<file path="src/rtl/multicycle_control.sv">
// multicycle_control: main FSM of the multicycle RV32I core (R-type add/sub/and/or, lw, sw, beq).
// Define MC_PERF_CNT_EN to add the cycle_cnt/instret_cnt performance counters.
module multicycle_control #(
    parameter int CNT_W = 32
) (
    input  logic             clk,
    input  logic             rst_n,
    input  logic [6:0]       opcode,
    input  logic [2:0]       funct3,
    input  logic             mem_ready,
    output logic [1:0]       alu_op,
    output logic             alu_src_a,
    output logic [1:0]       alu_src_b,
    output logic             pc_source,
    output logic             pc_write,
    output logic             pc_write_cond,
    output logic             i_or_d,
    output logic             mem_req,
    output logic             mem_we,
    output logic             ir_write,
    output logic             reg_write,
    output logic             mem_to_reg,
    output logic             illegal_instr
`ifdef MC_PERF_CNT_EN
    ,
    output logic [CNT_W-1:0] cycle_cnt,
    output logic [CNT_W-1:0] instret_cnt
`endif
);
    localparam logic [6:0] OP_R = 7'b0110011;
    localparam logic [6:0] OP_LW = 7'b0000011;
    localparam logic [6:0] OP_SW = 7'b0100011;
    localparam logic [6:0] OP_BR = 7'b1100011;

    typedef enum logic [3:0] {
        FETCH, DECODE, EXEC_R, MEM_ADDR, BRANCH, MEM_RD, MEM_WR, WB_R, WB_LD, HALT
    } state_t;

    state_t state, state_nx;

    always_ff @(posedge clk or negedge rst_n) begin
        if (!rst_n) state <= FETCH;
        else        state <= state_nx;
    end

    always_comb begin
        state_nx      = state;
        alu_op        = 2'b00;
        alu_src_a     = 1'b0;
        alu_src_b     = 2'b00;
        pc_source     = 1'b0;
        pc_write      = 1'b0;
        pc_write_cond = 1'b0;
        i_or_d        = 1'b0;
        mem_req       = 1'b0;
        mem_we        = 1'b0;
        ir_write      = 1'b0;
        reg_write     = 1'b0;
        mem_to_reg    = 1'b0;
        illegal_instr = 1'b0;
        case (state)
            FETCH: begin
                mem_req   = 1'b1;
                alu_src_b = 2'b01;
                ir_write  = mem_ready;
                pc_write  = mem_ready;
                state_nx  = mem_ready ? DECODE : FETCH;
            end
            DECODE: begin
                alu_src_b = 2'b10;
                state_nx  = opcode == OP_R                        ? EXEC_R   :
                            (opcode == OP_LW || opcode == OP_SW)  ? MEM_ADDR :
                            (opcode == OP_BR && funct3 == 3'b000) ? BRANCH   : HALT;
            end
            EXEC_R: begin
                alu_src_a = 1'b1;
                alu_op    = 2'b10;
                state_nx  = WB_R;
            end
            WB_R: begin
                reg_write = 1'b1;
                state_nx  = FETCH;
            end
            MEM_ADDR: begin
                alu_src_a = 1'b1;
                alu_src_b = 2'b10;
                state_nx  = opcode == OP_LW ? MEM_RD : MEM_WR;
            end
            MEM_RD: begin
                mem_req  = 1'b1;
                i_or_d   = 1'b1;
                state_nx = mem_ready ? WB_LD : MEM_RD;
            end
            WB_LD: begin
                reg_write  = 1'b1;
                mem_to_reg = 1'b1;
                state_nx   = FETCH;
            end
            MEM_WR: begin
                mem_req  = 1'b1;
                i_or_d   = 1'b1;
                mem_we   = 1'b1;
                state_nx = mem_ready ? FETCH : MEM_WR;
            end
            BRANCH: begin
                alu_src_a     = 1'b1;
                alu_op        = 2'b01;
                pc_write_cond = 1'b1;
                pc_source     = 1'b1;
                state_nx      = FETCH;
            end
            HALT: illegal_instr = 1'b1;
            default: state_nx = FETCH;
        endcase
        // State sits at FETCH during reset, so outputs must be forced quiet while rst_n is low.
        if (!rst_n) begin
            alu_op        = 2'b00;
            alu_src_a     = 1'b0;
            alu_src_b     = 2'b00;
            pc_source     = 1'b0;
            pc_write      = 1'b0;
            pc_write_cond = 1'b0;
            i_or_d        = 1'b0;
            mem_req       = 1'b0;
            mem_we        = 1'b0;
            ir_write      = 1'b0;
            reg_write     = 1'b0;
            mem_to_reg    = 1'b0;
            illegal_instr = 1'b0;
        end
    end

`ifdef MC_PERF_CNT_EN
    logic retire;

    assign retire = state == WB_R || state == WB_LD || state == BRANCH ||
                    (state == MEM_WR && mem_ready);

    always_ff @(posedge clk or negedge rst_n) begin
        if (!rst_n) begin
            cycle_cnt   <= '0;
            instret_cnt <= '0;
        end else begin
            cycle_cnt   <= cycle_cnt + 1'b1;
            instret_cnt <= instret_cnt + CNT_W'(retire);
        end
    end
`endif
endmodule

</file>
<file path="config.mk">
export PLATFORM = sky130hd
export DESIGN_NAME = multicycle_control
export DESIGN_NICKNAME = d
export VERILOG_FILES = /design/src/rtl/multicycle_control.sv
export SDC_FILE = /design/constraint.sdc
export NUM_CORES = 1
export LEC_CHECK = 0
export ABC_AREA = 0
export CAP_MARGIN = 5
export CORE_UTILIZATION = 32
export DETAILED_ROUTE_END_ITERATION = 10
export GPL_ROUTABILITY_DRIVEN = 0
export PLACE_DENSITY = 0.74
export SYNTH_ARGS = -nofsm -noshare
export SYNTH_HDL_FRONTEND = slang
export SYNTH_SLANG_ARGS = --single-unit
</file>
<file path="constraint.sdc">
create_clock -name clk -period 1.35 [get_ports clk]
set_input_delay 0.135 -clock clk [delete_from_list [all_inputs] [get_ports clk]]
set_output_delay 0.135 -clock clk [all_outputs]
set_load 0.05 [all_outputs]
</file>
==> run summary, run 1 <==
Worst endpoint type - output port
Pin count of the biggest net entering global routing - 9
CTS H-tree lvls - 1
Initial antenna violation count - 0
Die Y - 39.88 um
TritonCTS Buffers - 3
Clk buf depth - 2
Root Driver - clkbuf_4
Exit stage - 5_1_grt
I/O pins - 28
Buffers on Ports - 27
End pin of the worst setup path after global-route repair - alu_src_a
Cell Rows - 13
Tool error - [ERROR DPL-0033] detailed placement checks failed during check placement.
Placement Setup Slack - -234.6 ps
Post-DP HPWL - 1.575 mm
Mapped Area - 459.2 um^2
Synth cell types - 32
Clk sink count - 4
Status - did not finish
Starting Density - 34.85%
Prevailing post-synth register cell - dfrtp_1
Post-synthesis sequential area ratio - 21.80%
Placed instance area - 0.001101 mm^2
Synth Instances - 65
Seq cells post-synth - 4
Number of synthesized flops with an enable pin - 0
Synth warn - 0
Net Count, Synth - 78
Avg Inst Size Synth - 7.064 um^2
Async S/R FF share, synth - 100.0%
Die X - 39.88 um
synth_stat cells (all sizes together) (2+ instances only):
library cell | n | area share [%]
dfrtp | 4 | 22
nand2 | 5 | 4.1
nor2b | 4 | 5.4
nand2b | 5 | 6.8
and2 | 2 | 2.7
buf | 5 | 7.1
nor2 | 7 | 5.7
a21oi | 5 | 5.4
and3 | 2 | 2.7
or2 | 2 | 2.7
nor3 | 3 | 3.3
o21ai | 4 | 5.2
through the flow:
| stage | hold WS [ps] | TNS [ps] | instances |
|---|---|---|---|
| 3_5_place_dp | 551.8 | -1667 | 123 |
| 4_1_cts | 302.1 | -2882 | 129 |
| 3_3_place_gp | 541.3 | -1285 | 123 |
| 2_1_floorplan | -160.6 | -1821 | 65 |
timing repair:
item,CTS
setup buffers,3
endpoints found under the setup margin,17
resized for setup,12
pin swaps,4
hold buffers,0
logic make-up after synthesis:
kind of cell / Yosys count / synth area share, %
buf+inv: 7 / 8.990
flops: 4 / 21.80
simple gates: 39 / 47.69
compound gates: 15 / 21.53
==> run 2, diff against run 1 <==
--- a/config.mk
+++ b/config.mk
@@ -7,10 +7,11 @@
 export LEC_CHECK = 0
 export ABC_AREA = 0
 export CAP_MARGIN = 5
-export CORE_UTILIZATION = 32
+export CORE_AREA = 2 2 63 65
 export DETAILED_ROUTE_END_ITERATION = 10
+export DIE_AREA = 0 0 65 67
 export GPL_ROUTABILITY_DRIVEN = 0
-export PLACE_DENSITY = 0.74
+export PLACE_DENSITY_LB_ADDON = 0.15
 export SYNTH_ARGS = -nofsm -noshare
 export SYNTH_HDL_FRONTEND = slang
 export SYNTH_SLANG_ARGS = --single-unit
==> constraint.sdc (replaced) <==
create_clock -name clk -period 1.8 [get_ports clk]
set_input_delay 0.18 -clock clk [delete_from_list [all_inputs] [get_ports clk]]
set_output_delay 0.18 -clock clk [all_outputs]
set_load 0.05 [all_outputs]
==> run 2 against run 1 <==
The flow now finishes without violations. Synthesized cell count did not move. Synthesized area unchanged.
==> run summary, run 2 <==
Status - finished clean
Post-synthesis sequential area ratio - 21.80% (unchanged)
CP Capture Point - pc_write
Top flop regs - state (4)
Top-area cell type share of the netlist area - 21.80% (unchanged)
First-pass GRT wire length - 2.380 mm
Post-DP HPWL - 1.301 mm (-17%)
CTS tree - built
Worst Tran Pin Value - 344.4 ps
Crit path time final - 1711 ps
Cell Rows - 22 (+9)
RSZ-0062 raised after global routing - no
Synth warn - 0 (unchanged)
Hold_ws - 313.4 ps
Final ANT Viol Nets - 0
First-pass iteration count of the detailed router - 4
R2R cell count - 4
Vias per cell - 4.139
Root Driver - clkbuf_8
Finished Core Util - 28.49%
Most common cell after layout, fill and taps aside - buf_12
Area of the multi-input gates - 347.8 um^2
Total gr overflow - 0
Top cells by area, synth - dfrtp_1 22%, nand2b_1 6.8%, nor2_1 5.7%, a21oi_1 5.4%, nor2b_1 5.4%
Fin. Hold Viols - 0
Power per cell area - 1085 mW/mm^2
Commonest cells post-synth - 7 x nor2_1, 5 x a21oi_1, 5 x nand2_1, 5 x nand2b_1
Number of synthesized flops with an enable pin - 0 (unchanged)
Die Y - 67 um (+68%)
Peak supply drop - 0.0003204 V
Placement Setup Slack - 149.6 ps (+384.2 ps)
Prevailing post-synth register cell - dfrtp_1
Crit Reg-Reg Startpoint - state[3]
I/O pins - 28 (unchanged)
Area grow syn2layout - 123.7%
CP Class - reg2out
Hold Path Class - in2async
Final Cell Area - 0.001027 mm^2
First-iteration detailed-routing DRC count - 7
Buffers on Ports - 27 (unchanged)
Final setup fails - 0
Synth Instances - 65 (unchanged)
Initial antenna violation count - 0
Clock skew - 3.232 ps
Share of cells above drive strength 1 - 35.42%
Critical path required time - 1620 ps
Die area - 0.004355 mm^2
Async S/R FF share, synth - 100.0% (unchanged)
CORE AREA - 0.003606 mm^2
Synth cell types - 32 (unchanged)
Clk buf depth - 2 (unchanged)
Hold Buf Count CTS - 0 (unchanged)
Worst slew margin - 76.83%
GRT Total Usage - 7.163%
Area leader, netlist - dfrtp_1
Most frequent cells in the layout - 15 x buf_12, 12 x clkdlybuf4s50_1, 7 x buf_4, 6 x nor2_1, 5 x nand2b_1
Clock transition at the registers of the reported paths - 30 ps
Via count - 596
Fmax - 584.6 MHz
Starting Density - 12.73% (-22 points)
Routed length per instance - 10.24 um
Reg area - 101.3 um^2
DRC viols - 0
Pin count of the biggest net entering global routing - 11
Crit path DAT - 1530 ps
Pleak - 0.3868 nW
Max Cap Viol - 0
Die X - 65 um (+63%)
Post-layout nets - 111
Detailed Route WL - 1.474 mm
Placed instance area - 979.7 um^2 (-11%)
Slack of the critical path - 89.48 ps
CTS H-tree lvls - 1 (unchanged)
Most common cell in the netlist - nor2_1
Seq cells post-synth - 4 (unchanged)
Biggest register - state
Max-slew violations - 0
Mapped Area - 459.2 um^2 (unchanged)
CP Launch Type - register
Crit path from - state[0]
Net Count, Synth - 78 (unchanged)
Reg2reg end - state[2]
Final period util - 95.03%
Total power - 1.115 mW
Max FFs per register - 4
Internal reg-to-reg setup slack - 380 ps
CP max FO - 6
Worst skew pair latency - 210 ps
# fillers - 386
TritonCTS Buffers - 3 (unchanged)
CP Capture Type - output port
Clk sink count - 4 (unchanged)
Avg Inst Size Synth - 7.064 um^2 (unchanged)
Via count of the first global-routing pass - 553
Diode count - 0
run 2: timing repair:
| item | in CTS | in global routing |
|---|---|---|
| resized for setup | 0 | 3 |
| endpoints found under the setup margin | 0 | 2 |
| setup buffers | 0 | 0 |
run 2: worst min path at each step:
| stage | end | cells past startpoint | start |
|---|---|---|---|
| 2_1_floorplan | state[0] | 0 | rst_n |
| 3_3_place_gp | state[1] | 2 | rst_n |
| 3_5_place_dp | state[1] | 2 | rst_n |
| 4_1_cts | state[1] | 2 | rst_n |
| 5_1_grt | state[1] | 2 | rst_n |
| 6_report | state[1] | 2 | rst_n |
run 2: power breakdown:
group | internal [mW] | switching (mW)
sequential | 0.121 | 0.0433
combinational | 0.366 | 0.401
clock | 0.142 | 0.0415
total | 0.629 | 0.486
run 2: cell type report:
type,instances,share of cell area [%]
flip-flops and latches,4,9.866
clock buffers,3,4.019
well taps,48,5.847
inverters,1,0.3654
multi-input cells,54,33.86
repair buffers,34,46.04
run 2: layer usage:
metal | global-route usage [%] | vias to the layer above | wire length, um
met2 | 12.89 | 33 | 729
met3 | 3.209 | 0 | 166
li1 | - | 292 | -
met4 | 2.394 | 0 | 0
met1 | 7.374 | 271 | 577
met5 | 0 | - | 0
run 2: critical path, stage by stage (launching register included):
cell and delay (ps):
dfrtp_2 430, nor2_2 160, nand2_2 100, nor3_4 260
and2_4 220, buf_12 140
run 2: logic make-up (layout without fill, tap and decap cells):
family                 Yosys count  after routing  synth area share, %
DFF                              4              4                21.80
and+or+nand+nor                 39             39                47.69
AOI/OAI and AO/OA               15             15                21.53
buffers and inverters            7             38                8.990
run 2: stage by stage:
stage / setup TNS [ps] / cells
4_1_cts: 0 / 144
3_5_place_dp: 0 / 141
5_1_grt: 0 / 144
3_3_place_gp: 0 / 141
6_report: 0 / 144
2_1_floorplan: -682.9 / 65
No activity file was read; power rests on OpenSTA's default activity.
==> run 3, diff against run 2 <==
--- a/config.mk
+++ b/config.mk
@@ -8,10 +8,12 @@
 export ABC_AREA = 0
 export CAP_MARGIN = 5
 export CORE_AREA = 2 2 63 65
+export CTS_CLUSTER_SIZE = 30
 export DETAILED_ROUTE_END_ITERATION = 10
 export DIE_AREA = 0 0 65 67
 export GPL_ROUTABILITY_DRIVEN = 0
 export PLACE_DENSITY_LB_ADDON = 0.15
+export SLEW_MARGIN = 20
 export SYNTH_ARGS = -nofsm -noshare
 export SYNTH_HDL_FRONTEND = slang
 export SYNTH_SLANG_ARGS = --single-unit
==> results of run 3 <==
The final DEF is identical to that of run 2; final timing and power are the same.
